--- src/rtl/sweep_pkg.sv ---
// Shared types and constants for the truth-table sweeper.
// Optional error-count output is enabled with SWEEP_ERRCOUNT_EN.
package sweep_pkg;

    localparam int N_VARS  = 4;
    localparam int TABLE_W = 16;

    // Golden table of the SoP decoder with minterms 0,1,5,6,8,9,C,E.
    localparam logic [TABLE_W-1:0] DEFAULT_EXPECTED = 16'h5363;

    typedef enum logic [1:0] {
        IDLE,
        DRIVE,
        SAMPLE,
        DONE
    } sweep_state_t;

endpackage

--- src/rtl/sweep_popcount16.sv ---
// Combinational population count of a 16-bit vector (0..16).
// Used only when SWEEP_ERRCOUNT_EN is defined.
module sweep_popcount16
    import sweep_pkg::*;
(
    input  logic [TABLE_W-1:0] vec,
    output logic [4:0]         count
);

    always_comb begin
        count = '0;
        for (int i = 0; i < TABLE_W; i++) begin
            count = count + 5'(vec[i]);
        end
    end

endmodule

--- src/rtl/truth_table_sweeper.sv ---
// Clocked sweep of all 16 minterms into a 4-input decoder, capturing and grading its truth table.
// Define SWEEP_ERRCOUNT_EN to add the err_count output (mismatching bit count).
module truth_table_sweeper
    import sweep_pkg::*;
#(
    parameter int                 SETTLE   = 1,
    parameter logic [TABLE_W-1:0] EXPECTED = DEFAULT_EXPECTED
) (
    input  logic                clk,
    input  logic                reset,
    input  logic                start,
    input  logic                s,
    output logic                a,
    output logic                b,
    output logic                c,
    output logic                d,
    output logic [N_VARS-1:0]   m,
    output logic [TABLE_W-1:0]  table_out,
    output logic                busy,
    output logic                done,
    output logic                match
`ifdef SWEEP_ERRCOUNT_EN
    ,
    output logic [4:0]          err_count
`endif
);

    localparam logic [3:0]        SETTLE_LAST = 4'(SETTLE - 1);
    localparam logic [N_VARS-1:0] LAST_M      = N_VARS'(TABLE_W - 1);

    sweep_state_t        state, state_next;
    logic [N_VARS-1:0]   m_q, m_next;
    logic [3:0]          cnt_q, cnt_next;
    logic [TABLE_W-1:0]  table_q, table_next;
    logic                match_q, match_next;

    always_ff @(posedge clk or posedge reset) begin
        if (reset) begin
            state   <= IDLE;
            m_q     <= '0;
            cnt_q   <= '0;
            table_q <= '0;
            match_q <= 1'b0;
        end else begin
            state   <= state_next;
            m_q     <= m_next;
            cnt_q   <= cnt_next;
            table_q <= table_next;
            match_q <= match_next;
        end
    end

    // Each minterm spends SETTLE cycles in DRIVE and one in SAMPLE; m stops at 15.
    always_comb begin
        state_next = state;
        m_next     = m_q;
        cnt_next   = cnt_q;
        table_next = table_q;
        match_next = match_q;
        case (state)
            IDLE: begin
                if (start) begin
                    state_next = DRIVE;
                    m_next     = '0;
                    cnt_next   = '0;
                    table_next = '0;
                    match_next = 1'b0;
                end
            end
            DRIVE: begin
                cnt_next = cnt_q + 4'd1;
                if (cnt_q == SETTLE_LAST) begin
                    state_next = SAMPLE;
                end
            end
            SAMPLE: begin
                table_next[m_q] = s;
                if (m_q == LAST_M) begin
                    state_next = DONE;
                end else begin
                    m_next     = m_q + 1'b1;
                    cnt_next   = '0;
                    state_next = DRIVE;
                end
            end
            DONE: begin
                match_next = (table_q == EXPECTED);
                state_next = IDLE;
            end
            default: begin
                state_next = IDLE;
            end
        endcase
    end

`ifdef SWEEP_ERRCOUNT_EN
    logic [4:0] pop_count;
    logic [4:0] err_q;

    sweep_popcount16 u_popcount (
        .vec   (table_q ^ EXPECTED),
        .count (pop_count)
    );

    // Graded alongside match so both describe the same completed table.
    always_ff @(posedge clk or posedge reset) begin
        if (reset) begin
            err_q <= '0;
        end else if (state == IDLE && start) begin
            err_q <= '0;
        end else if (state == DONE) begin
            err_q <= pop_count;
        end
    end

    assign err_count = err_q;
`endif

    assign {a, b, c, d} = m_q;
    assign m            = m_q;
    assign table_out    = table_q;
    assign busy         = (state != IDLE);
    assign done         = (state == DONE);
    assign match        = match_q;

endmodule

--- config.mk ---
export PLATFORM = sky130hd
export DESIGN_NAME = truth_table_sweeper
export DESIGN_NICKNAME = d
export VERILOG_FILES = /design/src/rtl/sweep_pkg.sv /design/src/rtl/sweep_popcount16.sv /design/src/rtl/truth_table_sweeper.sv
export SDC_FILE = /design/constraint.sdc
export NUM_CORES = 1
export LEC_CHECK = 0
export ABC_AREA = 1
export CAP_MARGIN = 20
export CORE_AREA = 4 4 57 59
export CTS_BUF_LIST = sky130_fd_sc_hd__clkbuf_2
export DETAILED_ROUTE_END_ITERATION = 12
export DIE_AREA = 0 0 61 63
export MAX_ROUTING_LAYER = met4
export PLACE_DENSITY_LB_ADDON = 0.08
export SLEW_MARGIN = 20
export SYNTH_ARGS = -nofsm -noshare
export SYNTH_HDL_FRONTEND = slang
export SYNTH_SLANG_ARGS = --single-unit
export TNS_END_PERCENT = 100
--- constraint.sdc ---
create_clock -name clk -period 2.9 [get_ports clk]
set_input_delay 0.725 -clock clk [delete_from_list [all_inputs] [get_ports clk]]
set_output_delay 0.725 -clock clk [all_outputs]
set_load 0.05 [all_outputs]
# == After elaboration in Yosys (flattened, before gate mapping) ==
# Index checks and enable logic that the tools add are counted.
# word_totals
wordCells,45
regBits,27
input_bits,4
out_inout_bits,27
# op_classes
muxes,16
n_reduce_logical,12
n_lt_le_gt_ge,2
addsub,2
eq_ne,8
# op_table
operator,count
16-bit one-hot mux with 2 select lines,1
16-bit bitwise mux,1
"16-bit by 15-bit equality test with 1-bit output, second input constant",1
16-bit 2-to-1 mux,1
4-bit 2-to-1 mux,3
4-bit one-hot mux with 3 select lines,1
"4-bit by 1-bit adder with 4-bit output, second input constant",2
2-bit one-hot mux with 4 select lines,1
4-bit one-hot mux with 2 select lines,1
2-bit 2-to-1 mux,3
"2-bit inequality test, second input constant",3
2-bit AND reduction,3
3-bit AND reduction,2
2-bit nonzero test,3
"4-bit by 5-bit less-than comparator with 1-bit output, second input constant",1
1-bit demux with 4-bit select,1
"2-bit equality test, second input constant",2
"4-bit equality test, second input constant",1
"4-bit by 1-bit greater-or-equal comparator with 1-bit output, second input constant",1
4-bit logical NOT,1
3-bit nonzero test,1
"2-bit by 1-bit equality test with 1-bit output, second input constant",1
2-bit logical NOT,1
1-bit 2-to-1 mux,2
2 further kinds,2

# == Depth between registers and ports, before layout ==
# Gate-level depths: netlist of the first run.
# logic_depth
word_depth,6
ltp_mapped,7
mapped_depth_nobuf,7

# == Worst setup path after synthesis of the first run ==
# No wires, ideal clock.
# synth_timing
kind,register to output
start,reg m_q[2] (netlist: m[2])
end,out m[2]
stages_incl_launch_ff,2
slack_ns,1.184
arrival_time_ns,0.991
required_ns,2.175
path_buffers,1
cell_sequence,dfrtp_1 > buf_4
# synth_rtl
element,line,rtl
from (decl),truth_table_sweeper.sv:32,"logic [N_VARS-1:0] m_q, m_next;"
from (signal assigned),truth_table_sweeper.sv:46,m_q <= m_next;
to (decl),truth_table_sweeper.sv:17,"output logic [N_VARS-1:0] m,"
# No word-level cell between the ends.

# == Final worst setup path of the first run ==
# layout_timing
start,reg state[0]
end,out done
# layout_between
elab_chain_cells,1
# layout_rtl
element,line,rtl
from (decl),truth_table_sweeper.sv:31,"sweep_state_t state, state_next;"
from (signal assigned),truth_table_sweeper.sv:45,state <= state_next;
2-bit equality test,truth_table_sweeper.sv:123,assign done = (state == DONE);
to (decl),truth_table_sweeper.sv:20,"output logic done,"
# Every way passes these cells.

==> results of run 1 <==
[worst reg2reg max path, cell delays in order, from the launching register on]
cell	delay (ns)
dfrtp_1	0.49
nor2_1	0.20
nand2_1	0.45
nand3_2	0.28
o21ai_0	0.10
[cell usage after synthesis, drive strengths merged]
cell,n,area (sq um)
a21oi,1,5.00
buf,8,65.1
dfrtp,27,676
ha,6,75.1
inv,20,75.1
nand2,62,240
nand3,16,85.1
nand4,1,6.26
nor2,30,120
o21ai,7,35.0
o22ai,13,81.3
o31ai,1,7.51
or2,1,6.26
[layer usage]
layer | share of wire [%] | track usage, %
met1 | 45 | 25.1
met2 | 49 | 30.2
met3 | 4.8 | 2.48
met4 | 1.5 | 6.78
met5 | 0 | -
[final timing paths]
kind | from | to | slack [ns] | depth (start not counted)
max | state[0]$_DFFE_PP0P_ | done | 0.33 | 3
min | match$_DFFE_PP0P_ | match$_DFFE_PP0P_ | 0.56 | 2
max reg2reg | state[0]$_DFFE_PP0P_ | m[1]$_DFFE_PP0P_ | 1.30 | 4
min reg2reg | match$_DFFE_PP0P_ | match$_DFFE_PP0P_ | 0.56 | 2
max in group asynchronous | reset | state[0]$_DFFE_PP0P_ | 1.99 | 3
min in group asynchronous | reset | table_out[1]$_DFFE_PP0P_ | 0.65 | 3
[registers in the layout, summed over array words and instances (netlist names)]
signal     count
table_out     16
state          2
m              4
match          1
cnt_q          4
[layout make-up]
| cell class | instances | area [sq um] |
|---|---|---|
| tap | 31 | 38.8 |
| clock buffer | 3 | 15.0 |
| clock inverter | 1 | 7.51 |
| inverter | 20 | 75.1 |
| fill | 255 | 928 |
| multi-input combinational | 138 | 662 |
| sequential | 27 | 676 |
| timing repair buffer | 31 | 308 |
[kinds of logic after synthesis]
| group | Yosys count | synth area share (%) |
|---|---|---|
| AND/OR/NAND/NOR | 110 | 31.0 |
| buffers and inverters | 28 | 9.48 |
| flip-flops | 27 | 45.7 |
| AO/OA/AOI/OAI | 22 | 8.72 |
| adder cells (fa/ha/maj) | 6 | 5.08 |
[through the flow]
step	total power, mW	instances	hold slack (ns)	area, sq um	setup slack [ns]
floorplan	0.957	193	0.489	1480	1.18
global placement	1.09	247	0.509	1760	0.802
detailed placement	1.10	247	0.507	1760	0.768
CTS	1.25	251	0.561	1780	0.310
global route	1.34	251	0.589	1780	0.146
finish	1.25	251	0.559	1780	0.333
[power by group]
| part | internal (mW) | switching (mW) |
|---|---|---|
| Clock | 0.0319 | 0.123 |
| Sequential | 0.428 | 0.0645 |
| Combinational | 0.178 | 0.424 |
| Total | 0.638 | 0.612 |
==> results.tsv, run 1 <==
stage	metric	value	unit
clock_network	cts_buffer_depth	2	
clock_network	path_clk_slew	0.27	ns
logic_synthesis	yosysWarnings	0	
place	place_congestion	0.859	
global_route	grt_pass1_vias	1317	
floorplan	start_util	54.5	%
clock_network	numClockSinks	27	
timing	rsz0062_at_grt	false	
drt	totalWireLength	3.35	mm
global_route	grt_pass1_wl	5.66	mm
drt	drt_iter0_drc	58	
logic_synthesis	syn_avg_cell_area	7.66	sq um
drt	viasPerCell	5.41	
timing	tightest_slew	0.690	ns
finish	layout_common_cells	61 x nand2_1, 30 x clkdlybuf4s50_1, 29 x nor2_1, 27 x dfrtp_1, 18 x inv_1	
worst_setup_path	critPathMaxStageDelay	0.80	ns
worst_setup_path	critical_path_arrival	1.84	ns
worst_setup_path	worstSetupEndpointType	output port	
global_route	antenna_found_initial	0	
drt	wl_per_cell	13.4	um
timing	finalClockSkew	0.0131	ns
finish	layout.nets	231	
clock_network	cts_made_buffers	3	
global_route	grt_overflow	0	
worst_setup_path	crit_fanout	4	
finish	drive_gt1_share	5.00	%
drt	dr.pass1.iters	5	
power	power_leakage	0.833	nW
worst_hold_path	hp-class	flop to flop	
outcome	status	completed	
worst_setup_path	critPathKind	flop to output port	
timing	max_freq	0.390	GHz
global_route	grt_max_degree	28	
timing	tns	0	ns
worst_setup_path	worstPathRequired	2.17	ns
clock_network	post_cts_buffers	0	
clock_network	hold_buffers	0	
drt	ant_nets	0	
floorplan	dieWidth	61	um
floorplan	dieArea	3840	sq um
worst_setup_path	cp_cell_sequence	nand2_1, inv_1, clkdlybuf4s50_1	
logic_synthesis	synthesis.area	1480	sq um
floorplan	ioPinCount	31	
worst_setup_path	crit_slowest_cell	clkdlybuf4s50_1	
worst_setup_path	crit_buf_inv	2	
timing	slew_headroom	53.9	%
floorplan	die_h	63	um
logic_synthesis	ys_types	19	
drt	vias	1358	
place	port_buffers	30	
worst_setup_path	cp_top_family	buffers and inverters	
clock_network	clock_latency	0.38	ns
timing	finalCriticalPeriod	2.57	ns
finish	fin_util	65.7	%
clock_network	cts-root-buf	clkbuf_2	
floorplan	rows	19	
power	p_per_area	702	nW/um^2
finish	final_common_cell	nand2_1	
logic_synthesis	syn_inst	193	
place	post-dp-hpwl	2.46	mm
timing	post-route-period-util	88.5	%
logic_synthesis	ys_ff_latch	27	
flow_run	cap_violations	0	
finish	antenna_cells	0	
timing	slew_viol_final	0	
clock_network	ctsResizeCount	0	
logic_synthesis	synth_nets	203	
clock_network	cts_tree	built	
timing	hold_violations	0	
global_route	grt.total_usage	19.3	%
finish	area_growth	20.6	%
drt	drc	0	
clock_network	htreeDepth	1	
logic_synthesis	yosysSeqAreaShare	45.7	%
floorplan	core_area	2710	sq um
worst_setup_path	critPathLaunchType	flop	
timing	finalSetupViolations	0	
power	vdd_drop_max	0.547	mV
(Power assumes the default switching activity.)
==> run 2, diff against run 1 <==
==> constraint.sdc (replaced) <==
create_clock -name clk -period 2.9 [get_ports clk]
set_input_delay 0.29 -clock clk [delete_from_list [all_inputs] [get_ports clk]]
set_output_delay 0.29 -clock clk [all_outputs]
set_load 0.05 [all_outputs]
==> results.tsv, run 2 (same netlist as run 1, synthesis figures left out) <==
stage	metric	value	unit	change
timing	slew_viol_final	0		unchanged
clock_network	cts_buffer_depth	2		unchanged
floorplan	dieWidth	61	um	unchanged
worst_setup_path	crit_slowest_cell	clkdlybuf4s50_1		unchanged
clock_network	numClockSinks	27		unchanged
floorplan	core_area	2710	sq um	unchanged
clock_network	cts_tree	built		unchanged
power	combPwrFrac	48.4	%	was 48.2%
timing	tightest_slew	0.631	ns	was 0.690 ns
clock_network	htreeDepth	1		unchanged
timing	finalClockSkew	0.0108	ns	was 0.0131 ns
outcome	status	completed		unchanged
power	power_switching	0.608	mW	was 0.612 mW
floorplan	die_h	63	um	unchanged
place	post-dp-hpwl	2.48	mm	was 2.46 mm
worst_setup_path	critical_path_arrival	1.85	ns	was 1.84 ns
worst_setup_path	crit_buf_inv	2		unchanged
worst_setup_path	worstSetupEndpointType	output port		unchanged
worst_setup_path	critPathLaunchType	flop		unchanged
finish	largest_register_ffs	16		unchanged
clock_network	path_clk_slew	0.27	ns	about the same
power	switching_share	48.8	%	was 48.9%
flow_run	cap_violations	0		unchanged
worst_setup_path	critPathKind	flop to output port		unchanged
place	place_congestion	0.859		about the same
floorplan	ioPinCount	31		unchanged
drt	wl_per_cell	13.6	um	was 13.4 um
worst_setup_path	r2r_slack	1.31	ns	was 1.30 ns
finish	area_growth	20.9	%	was 20.6%
power	p_per_area	698	nW/um^2	was 702 nW/um^2
global_route	grt_max_degree	28		unchanged
worst_setup_path	cp_cell_sequence	nand2_1, inv_1, clkdlybuf4s50_1		unchanged
timing	slew_headroom	57.8	%	was 53.9%
finish	layout_common_cells	61 x nand2_1, 30 x clkdlybuf4s50_1, 29 x nor2_1, 27 x dfrtp_1, 17 x inv_1		was 61 x nand2_1, 30 x clkdlybuf4s50_1, 29 x nor2_1, 27 x dfrtp_1, 18 x inv_1
clock_network	ctsResizeCount	0		unchanged
worst_setup_path	r2r-start	m[1]$_DFFE_PP0P_		was state[0]$_DFFE_PP0P_
power	power_leakage	0.836	nW	was 0.833 nW
clock_network	cts_made_buffers	3		unchanged
finish	fillers	253		was 255
drt	viasPerCell	5.44		was 5.41
clock_network	post_cts_buffers	0		unchanged
finish	design_area	1790	sq um	was 1780 sq um
worst_setup_path	crit_fanout	4		unchanged
worst_setup_path	worstReg2RegEnd	cnt_q[3]$_DFFE_PP0P_		was m[1]$_DFFE_PP0P_
clock_network	cts-root-buf	clkbuf_2		unchanged
power	vdd_drop_max	0.605	mV	was 0.547 mV
worst_setup_path	cp_top_family	buffers and inverters		unchanged
global_route	grt_pass1_vias	1312		was 1317
timing	finalCriticalPeriod	2.14	ns	was 2.57 ns
global_route	grt_overflow	0		unchanged
place	post_dp_cell_area	1750	sq um	was 1760 sq um
power	p_int	0.639	mW	was 0.638 mW
timing	tns	0	ns	unchanged
timing	hold_violations	0		unchanged
power	seq_power_share	39.6	%	was 39.4%
global_route	grt_pass1_wl	5.64	mm	was 5.66 mm
timing	max_freq	0.466	GHz	was 0.390 GHz
finish	drive_gt1_share	5.00	%	unchanged
floorplan	dieArea	3840	sq um	unchanged
worst_setup_path	critPathMaxStageDelay	0.80	ns	about the same
clock_network	hold_buffers	0		unchanged
drt	drt_iter0_drc	69		was 58
drt	ant_nets	0		unchanged
clock_network	clock_latency	0.37	ns	was 0.38 ns
worst_hold_path	hp-class	input pin to asynchronous set/reset pin		was flop to flop
drt	drc	0		unchanged
floorplan	rows	19		unchanged
drt	dr.pass1.iters	4		was 5
finish	final_common_cell	nand2_1		unchanged
drt	totalWireLength	3.40	mm	was 3.35 mm
timing	rsz0062_at_grt	false		unchanged
timing	holdWs	0.131	ns	was 0.559 ns
worst_setup_path	worstPathRequired	2.61	ns	was 2.17 ns
drt	vias	1365		was 1358
finish	layout.nets	231		unchanged
worst_setup_path	r2r_cells	7		was 4
floorplan	start_util	54.5	%	unchanged
timing	finalSetupViolations	0		unchanged
power	clkPwrFrac	12.0	%	was 12.4%
place	port_buffers	30		unchanged
timing	post-route-period-util	73.9	%	was 88.5%
global_route	grt.total_usage	19.3	%	about the same
global_route	antenna_found_initial	0		unchanged
finish	antenna_cells	0		unchanged
-- run 2: worst max path at each step --
| stage | start | to | slack, ns | cells past startpoint |
|---|---|---|---|---|
| 2_1_floorplan | m[0]$_DFFE_PP0P_ | cnt_q[3]$_DFFE_PP0P_ | 1.31 | 7 |
| 3_3_place_gp | state[0]$_DFFE_PP0P_ | done | 1.24 | 3 |
| 3_5_place_dp | start | m[1]$_DFFE_PP0P_ | 1.21 | 4 |
| 4_1_cts | state[0]$_DFFE_PP0P_ | done | 0.77 | 3 |
| 5_1_grt | state[0]$_DFFE_PP0P_ | done | 0.62 | 3 |
| 6_report | state[0]$_DFFE_PP0P_ | done | 0.76 | 3 |
-- run 2: power groups by stage --
stage               Clock (mW)  Combinational, mW  Sequential, mW
floorplan                    0              0.385           0.572
global placement             0              0.592           0.495
detailed placement           0              0.600           0.501
CTS                      0.145              0.602           0.494
global route             0.164              0.661           0.506
finish                   0.149              0.604           0.494
-- run 2: stage by stage --
stage                     worst slack, ns  util [%]  total power, mW  std cells
after floorplan                      1.31         -            0.957        193
after global placement               1.24      64.6             1.09        246
after detailed placement             1.21      64.6             1.10        246
after CTS                           0.771      65.4             1.24        250
after global routing                0.616      65.9             1.33        251
final                               0.756      65.9             1.25        251
-- run 2: final cells by class --
cell class	count	area, sq um	share of cell area, %
multi-input cells	138	662	37.0
inverters	20	75.1	4.20
clock inverters	1	5.00	0.280
well taps	31	38.8	2.17
clock buffers	3	15.0	0.840
repair buffers	31	315	17.6
flip-flops and latches	27	676	37.8
-- run 2: metal layers --
metal	track usage [%]	share of wire [%]	up-vias
li1	-	-	666
met1	25.5	46	639
met2	29.4	47	54
met3	2.69	5.4	6
met4	7.32	1.5	0
met5	-	0	-
